<file path="config.mk">
export PLATFORM = sky130hd
export DESIGN_NAME = sha256_msg_schedule
export DESIGN_NICKNAME = d
export VERILOG_FILES = /design/src/rtl/sha256_pkg.sv /design/src/rtl/sha256_sigma.sv /design/src/rtl/sha256_msg_schedule.sv
export SDC_FILE = /design/constraint.sdc
export NUM_CORES = 2
export LEC_CHECK = 0
export CORE_ASPECT_RATIO = 0.75
export CORE_MARGIN = 2
export CORE_UTILIZATION = 35
export CTS_BUF_LIST = sky130_fd_sc_hd__clkbuf_16
export CTS_CLUSTER_DIAMETER = 120
export DETAILED_ROUTE_END_ITERATION = 6
export PLACE_DENSITY_LB_ADDON = 0.2
export REMOVE_ABC_BUFFERS = 1
export SYNTH_ARGS = -nofsm -noshare
export SYNTH_HDL_FRONTEND = slang
export SYNTH_SLANG_ARGS = --single-unit
</file>
<file path="constraint.sdc">
create_clock -name clk -period 16.2 [get_ports clk]
set_clock_uncertainty 0.15 [all_clocks]
set_input_delay 1.62 -clock clk [delete_from_list [all_inputs] [get_ports clk]]
set_output_delay 1.62 -clock clk [all_outputs]
set_load 0.01 [all_outputs]
</file>
<file path="src/rtl/sha256_pkg.sv">
// Shared types and constants for the SHA-256 message-schedule generator.
package sha256_pkg;

    localparam int unsigned WORD_W      = 32;
    localparam int unsigned SCHED_WORDS = 64;
    localparam int unsigned BLOCK_WORDS = 16;
    localparam int unsigned IDX_W       = 6;

    // Rotate/shift amounts for the two sigma networks
    localparam int unsigned S0_ROT_A = 7;
    localparam int unsigned S0_ROT_B = 18;
    localparam int unsigned S0_SHR   = 3;
    localparam int unsigned S1_ROT_A = 17;
    localparam int unsigned S1_ROT_B = 19;
    localparam int unsigned S1_SHR   = 10;

    typedef logic [WORD_W-1:0] word_t;

    typedef enum logic {
        ST_LOAD = 1'b0,
        ST_RUN  = 1'b1
    } state_e;

    // Rotate right by a constant amount (pure wiring)
    function automatic word_t rotr(input word_t x, input int unsigned n);
        return (x >> n) | (x << (WORD_W - n));
    endfunction

endpackage

</file>
<file path="src/rtl/sha256_sigma.sv">
// Small-sigma XOR network: SEL=0 gives sigma0, SEL=1 gives sigma1.
module sha256_sigma
    import sha256_pkg::*;
#(
    parameter int unsigned SEL = 0
) (
    input  logic [31:0] x_i,
    output logic [31:0] y_o
);

    localparam int unsigned ROT_A = (SEL == 0) ? S0_ROT_A : S1_ROT_A;
    localparam int unsigned ROT_B = (SEL == 0) ? S0_ROT_B : S1_ROT_B;
    localparam int unsigned SHR   = (SEL == 0) ? S0_SHR   : S1_SHR;

    assign y_o = rotr(x_i, ROT_A) ^ rotr(x_i, ROT_B) ^ (x_i >> SHR);

endmodule

</file>
<file path="src/rtl/sha256_msg_schedule.sv">
// Loads a 16-word block, then streams the 64 SHA-256 schedule words W0..W63.
module sha256_msg_schedule
    import sha256_pkg::*;
#(
    parameter int unsigned ROUNDS = 64,
    parameter int unsigned WORD_W = 32
) (
    input  logic              clk,
    input  logic              rst,
    input  logic              in_valid,
    output logic              in_ready,
    input  logic [WORD_W-1:0] in_word,
    output logic              out_valid,
    input  logic              out_ready,
    output logic [WORD_W-1:0] out_word,
    output logic [5:0]        out_idx,
    output logic              out_last,
    output logic              busy
);

    localparam logic [IDX_W-1:0] LAST_IDX  = IDX_W'(ROUNDS - 1);
    localparam logic [IDX_W-1:0] LOAD_LAST = IDX_W'(BLOCK_WORDS - 1);

    state_e            state_q, state_d;
    logic [IDX_W-1:0]  cnt_q, cnt_d;
    logic              last_q, last_d;
    logic [31:0]       w_q [BLOCK_WORDS];
    logic              shift_en;
    logic [31:0]       fill_word;
    logic [31:0]       sig0, sig1, next_w;

    sha256_sigma #(.SEL(0)) u_sigma0 (.x_i(w_q[1]),  .y_o(sig0));
    sha256_sigma #(.SEL(1)) u_sigma1 (.x_i(w_q[14]), .y_o(sig1));

    // Next schedule word from the current window, modulo 2^32
    assign next_w = sig1 + w_q[9] + sig0 + w_q[0];

    // Next-state, counter and window-shift control
    always_comb begin
        state_d   = state_q;
        cnt_d     = cnt_q;
        shift_en  = 1'b0;
        fill_word = in_word;
        case (state_q)
            ST_LOAD: begin
                if (in_valid) begin
                    shift_en = 1'b1;
                    if (cnt_q == LOAD_LAST) begin
                        state_d = ST_RUN;
                        cnt_d   = '0;
                    end else begin
                        cnt_d = cnt_q + IDX_W'(1);
                    end
                end
            end
            ST_RUN: begin
                fill_word = next_w;
                if (out_ready) begin
                    shift_en = 1'b1;
                    if (cnt_q == LAST_IDX) begin
                        state_d = ST_LOAD;
                        cnt_d   = '0;
                    end else begin
                        cnt_d = cnt_q + IDX_W'(1);
                    end
                end
            end
            default: begin
                state_d = ST_LOAD;
                cnt_d   = '0;
            end
        endcase
        last_d = (state_d == ST_RUN) && (cnt_d == LAST_IDX);
    end

    // FSM, counter, last flag and 16-word window registers
    always_ff @(posedge clk or posedge rst) begin
        if (rst) begin
            state_q <= ST_LOAD;
            cnt_q   <= '0;
            last_q  <= 1'b0;
            for (int i = 0; i < BLOCK_WORDS; i++) begin
                w_q[i] <= '0;
            end
        end else begin
            state_q <= state_d;
            cnt_q   <= cnt_d;
            last_q  <= last_d;
            if (shift_en) begin
                for (int i = 0; i < BLOCK_WORDS - 1; i++) begin
                    w_q[i] <= w_q[i+1];
                end
                w_q[BLOCK_WORDS-1] <= fill_word;
            end
        end
    end

    assign in_ready  = (state_q == ST_LOAD);
    assign out_valid = (state_q == ST_RUN);
    assign busy      = (state_q == ST_RUN);
    assign out_word  = w_q[0];
    assign out_idx   = cnt_q;
    assign out_last  = last_q;

endmodule

</file>
==> run_results.csv <==
group,metric,value,unit
timing,slew_viol_final,0,
place,io_buffers,77,
synth,syn_avg_cell_area,8.812,µm²
min_path,hp-class,"register to register",
critical_path,worstPathMaxFanout,100,
floorplanning,die_h,233.0,µm
floorplanning,io_pins,78,
timing,worst_pin_slew,1026,ps
route,drt_pass1_iterations,7,
global_route,grt_pass1_wl,101.6,mm
floorplanning,die_x,309.4,µm
min_path,hold_end,"w_q[174]",
final_layout,nNetsFinal,2857,
synth,synth_edf_count,0,
route,avgRoutedWirePerCell,17.42,µm
place,place_hpwl,44.75,mm
route,drc,0,
global_route,grt_usage,18.39,%
floorplanning,rows,83,
global_route,antenna_found_initial,0,
route,postRouteAntennaNets,0,
synth,synth_flop_cell,"dfrtp_1",
critical_path,startpoint_type,"input port",
global_route,grt-ovfl-total,0,
synth,ys_ff_latch,520,
final_layout,syn_to_final_growth,11.88,%
clock_network,cts_tree,"yes",
critical_path,r2r_end,"w_q[205]",
critical_path,arrival,6860,ps
critical_path,reg2reg_depth,8,
timing,finalCritPeriodShare,40.49,%
flow_run,maxCapViolCount,0,
global_route,grt_max_degree,186,
critical_path,worstPathCellList,"clkdlybuf4s50_1 -> inv_1 -> nor2_1 -> nor2_4 -> buf_4 -> buf_4 -> buf_4 -> o21ai_0",
timing,rsz0062_at_grt,"false",
final_layout,design_area,27390,µm²
run_status,status,"complete, no violations",
clock_network,cts-buffers-inserted,54,
floorplanning,dieArea,72090,µm²
critical_path,cpMostUsedCell,"buf_4",
place,routabilityCongestion,0.8865,
critical_path,cpMaxStageDelayCell,"buf_4",
critical_path,worst-path-buf-inv,5,
clock_network,cts_hold_buf,0,
floorplanning,initial_core_util,35.55,%
clock_network,clock-root-buffer,"clkbuf_16",
critical_path,r2r-start,"busy",
clock_network,clk_pin_slew,60,ps
synth,async_flop_share,100.0,%
synth,yosys_warnings,0,
final_layout,drive_gt1_share,3.902,%
synth,ys_types,62,
place,place_area,25720,µm²
clock_network,cts_sinks,520,
synth,synth_area,24480,µm²
clock_network,cts_resized,0,
min_path,hold_path.startpoint,"w_q[174]",
critical_path,rrSetupSlack,10850,ps
route,dr.first_iter.drc_count,1615,
timing,fin_crit,6560,ps
final_layout,diodes,0,
critical_path,critPathKind,"input port to register",
timing,max_freq,0.1524,GHz
critical_path,cp.required,16500,ps
clock_network,clk_latency,610,ps
timing,hold_violations,0,
timing,finalSetupViolations,0,
synth,seq_area_frac_synth,53.16,%
route,num_vias,17510,
global_route,grt_pass1_vias,17170,
floorplanning,core_area,68850,µm²
critical_path,cp_top_family,"buffers and inverters",
critical_path,worst_path_largest_cell_delay,930,ps
clock_network,clk_path_buf_depth,3,
timing,slew_headroom,31.62,%
critical_path,cp-end-kind,"register",
synth,syn_inst,2778,
clock_network,htree_levels,2,
route,wl,64.51,mm
route,avgViaCountPerCell,4.729,
min_path,min_path_cells,2,
clock_network,post_cts_buffers,0,
-- worst register-to-register path: stages, from the launching register on --
cell     delay, ps
dfrtp_1        360
buf_4          250
inv_1          450
nand2_1        420
nand2_4        760
buf_4          800
buf_4          900
buf_4          870
o21ai_0        240
-- registers in the layout (all words and copies together) (netlist names) --
name      flops
out_last      1
busy          1
out_word     32
out_idx       6
w_q         480
-- cell usage in the layout, fill, tap and decap left out, drive strengths merged, types with 3 or more instances in the layout --
cell	count
a31oi	11
nand2	1321
mux2i	13
nor3b	4
and3	8
mux2	3
o31ai	4
fa	62
a22oi	6
clkbuf	55
nand4	7
nand3	14
o221ai	3
inv	141
nor2	23
clkdlybuf4s50	77
buf	20
a21o	15
a211oi	12
dfrtp	520
nor3	9
o21ai	128
xnor2	73
nand2b	5
nor2b	8
and4	3
clkinv	24
ha	32
clkinvlp	3
o21a	9
xor2	64
bufinv	3
a21oi	46
and2	4
-- logic make-up (layout without fill, tap and decap cells) --
| group | after synthesis | in the layout | synth area share, % |
|---|---|---|---|
| xor gates and xnor gates | 137 | 137 | 4.902 |
| adders and majority gates | 94 | 94 | 6.706 |
| AOI/OAI and AO/OA | 262 | 262 | 6.481 |
| buffers and inverters | 333 | 323 | 5.643 |
| and+or+nand+nor | 1416 | 1416 | 22.44 |
| muxes | 16 | 16 | 0.6696 |
| DFF | 520 | 520 | 53.16 |
-- stage by stage --
stage	hold WS [ps]	setup TNS (ps)	std cells	utilization [%]	setup slack (ps)
floorplan	288.6	-50270	2574	-	-96.67
global placement	298.5	0	3606	37.35	9143
detailed placement	305.0	0	3606	37.35	9015
CTS	316.4	0	3703	39.78	9661
global route	331.7	0	3703	39.78	9157
finish	313.4	0	3703	39.78	9640
-- worst max-delay path by stage --
stage          startpoint  endpoint  slack, ps  depth (start not counted)
2_1_floorplan         rst      busy       -100                          1
6_report        out_ready  w_q[243]       9640                          8
3_5_place_dp    out_ready  w_q[243]       9010                          8
3_3_place_gp    out_ready  w_q[237]       9140                          8
4_1_cts         out_ready  w_q[243]       9660                          8
5_1_grt         out_ready  w_q[242]       9160                          8
-- Yosys cell counts, drive strengths merged, types with 3 or more instances --
cell type / instances / area share [%]
nand2: 1321 / 20
dfrtp: 520 / 53
clkbuf: 151 / 2.3
inv: 129 / 2.0
o21ai: 128 / 2.6
xnor2: 73 / 2.6
xor2: 64 / 2.3
fa: 62 / 5.1
buf: 53 / 1.3
a21oi: 46 / 0.94
ha: 32 / 1.6
nor2: 23 / 0.36
a21o: 15 / 0.46
nand3: 14 / 0.29
mux2i: 13 / 0.53
a211oi: 12 / 0.37
a31oi: 11 / 0.28
nor3: 9 / 0.18
o21a: 9 / 0.28
and3: 8 / 0.20
nor2b: 8 / 0.20
nand4: 7 / 0.18
a22oi: 6 / 0.18
nand2b: 5 / 0.13
and2: 4 / 0.10
nor3b: 4 / 0.12
o31ai: 4 / 0.12
and4: 3 / 0.11
mux2: 3 / 0.14
o221ai: 3 / 0.11
-- area by class of cell --
type | count | area, µm²
flip-flops and latches | 520 | 13010
multi-input cells | 1925 | 10100
inverters | 129 | 491.7
well taps | 935 | 1170
clock inverters | 42 | 291.5
repair buffers | 97 | 945.9
clock buffers | 55 | 1376
fillers | 6935 | 41460
-- layer usage --
metal	GRT usage, %	routed length [µm]
met5	0	0
met4	4.991	1583
met3	3.552	3699
met2	26.67	27450
met1	27.80	31790
Power is not shown: default switching activity piles up to over one toggle a cycle in this logic, so the estimate is an artifact.
==> patch: new RTL, same settings <==
Reset style: synchronous (`rst`), changed in one clocked block.
--- a/src/rtl/sha256_msg_schedule.sv
+++ b/src/rtl/sha256_msg_schedule.sv
@@ -74,7 +74,7 @@
     end
 
     // FSM, counter, last flag and 16-word window registers
-    always_ff @(posedge clk or posedge rst) begin
+    always_ff @(posedge clk) begin
         if (rst) begin
             state_q <= ST_LOAD;
             cnt_q   <= '0;
Formal check against the unedited RTL: differs if rst is asserted again (counterexample within 4 cycles, from zero or initial values and one cycle with rst high); with rst held inactive, the same outputs for 10 cycles.
==> patch against the original RTL <==
- wire length fell by 13%
- design area barely moved
- synthesized area fell by 0.77%
- worst setup slack improved by 1.5 ns
- sequential cell count did not move
- die area fell by 0.76%
- largest cell class unchanged
- hold slack improved by 0.040 ns
- cell count fell by 25%
==> patch: results (changes against the original RTL) <==
outcome=finished clean; post-synthesis mux area share=0.577% (-0.093 points); post-synthesis sequential area ratio=64.0% (+11 points); first-pass iteration count of the detailed router=5 (-2); Hold Crit Endpoint=w_q[0][314]$_SDFFCE_PN0P_; vias in the first global route=12809 (-25%); DRT iter0 DRCs=1427 (-12%); worst flop-to-flop path endpoint=w_q[0][508]$_SDFFCE_PP0P_; RD Place Congestion=0.885 (-0.23%); initial antenna violation count=5 (+5); hold depth=1 (-1); post-detailed-routing wire length=56300 um (-13%); most frequent cells after synthesis=edfxtp_1 (512), and2_1 (297), nor2b_1 (167); first-pass GRT wire length=83500 um (-18%); hold_sp=w_q[0][346]$_SDFFCE_PP0P_; FILL cells=6465 (-6.8%); Hold Slack=0.354 ns (+0.0402 ns); worst-path maximum fanout=78 (-22%); Synth area leaders=edfxtp_1 (63%), and2_1 (7.6%), fa_1 (5.1%), nor2b_1 (4.3%), xnor2_1 (4.3%); pin count of the biggest net entering global routing=200 (+7.5%); Worst slew margin=27.3% (-4.3 points); Post-synth EDFFs=512 (+512); layout cell share with drive strength beyond 1=4.82% (+0.92 points); post-synthesis compound-gate area fraction=3.53% (-2.9 points); Worst R2R Path Depth=14 (+6); setup slack at placement=10.54 ns (+1.52 ns); DP HPWL=38100 um (-15%); CTS buffer count=51 (-5.6%); Worst-Skew Late Latency=0.59 ns (-0.02 ns); reg2reg start=w_q[0][50]$_SDFFCE_PN0P_; Nets=1975 (-31%)
[patch: changes by cell type after synthesis, moves of 98 or more]
cell | before | now
dfrtp_1 | 520 | 0
edfxtp_1 | 0 | 512
o21ai_0 | 122 | 24
and2_1 | 4 | 297
nand2_1 | 1321 | 45
nor2b_1 | 8 | 167
[patch: cells by family (layout without fill, tap and decap cells)]
logic type               after synthesis  in the layout
AND/OR/NAND/NOR                      650            650
flip-flops                           520            520
buffers and inverters                260            337
XOR/XNOR                             138            138
AO/OA/AOI/OAI                        134            134
adder cells (fa/ha/maj)               94             94
multiplexers                          14             14
[patch: metal layers]
layer | global-route usage, % | up-vias | share of wire (%)
li1 | - | 6174 | -
met1 | 24.8 | 6806 | 50
met2 | 22.3 | 346 | 42
met3 | 3.29 | 65 | 6.2
met4 | 3.22 | 0 | 1.5
met5 | 0 | - | 0
[patch: area by class of cell]
cell class                 count  share of cell area, %
sequential                   520                   56.7
multi-input combinational   1030                   28.0
clock buffer                  53                   4.84
tap                          892                   4.07
timing repair buffer          90                   3.22
inverter                     152                   2.08
clock inverter                42                   1.09
[patch: worst max path at each step]
stage	from	endpoint	slack, ns	cells past startpoint
floorplan	in_valid	w_q[0][0]$_SDFFCE_PN0P_	-0.09	3
global placement	in_valid	w_q[0][28]$_SDFFCE_PN0P_	10.66	7
detailed placement	in_valid	w_q[0][157]$_SDFFCE_PN0P_	10.54	7
CTS	in_valid	w_q[0][178]$_SDFFCE_PN0P_	11.18	7
global route	in_valid	w_q[0][297]$_SDFFCE_PN0P_	10.93	7
finish	in_valid	w_q[0][125]$_SDFFCE_PN0P_	11.17	7
[patch: metrics by stage]
stage | TNS [ns] | utilization [%] | instance area (um^2) | power [uW] | std cells
after global routing | 0 | 40.0 | 27400 | 4100 | 2779
after CTS | 0 | 40.0 | 27400 | 3920 | 2779
final | 0 | 40.0 | 27400 | 3900 | 2779
after floorplan | -43.92 | - | 23700 | 2430 | 1702
after detailed placement | 0 | 37.6 | 25800 | 2740 | 2684
after global placement | 0 | 37.6 | 25800 | 2730 | 2684
[patch: worst register-to-register path, cell delays in order (launching register included)]
cell,delay (ns)
edfxtp_1,0.65
xnor2_1,0.24
xnor2_1,0.23
fa_1,0.54
inv_1,0.05
fa_1,0.53
inv_1,0.05
ha_1,0.44
nand4_1,0.27
o22ai_1,0.38
nor2_1,0.14
a21o_1,0.26
a311oi_2,0.41
nor2_1,0.10
a211o_1,0.31
[patch: power breakdown]
part | switching (uW) | internal (uW) | total [uW]
registers | 62.6 | 1580 | 1650
logic | 681 | 405 | 1090
clock network | 514 | 655 | 1170
total | 1260 | 2640 | 3900
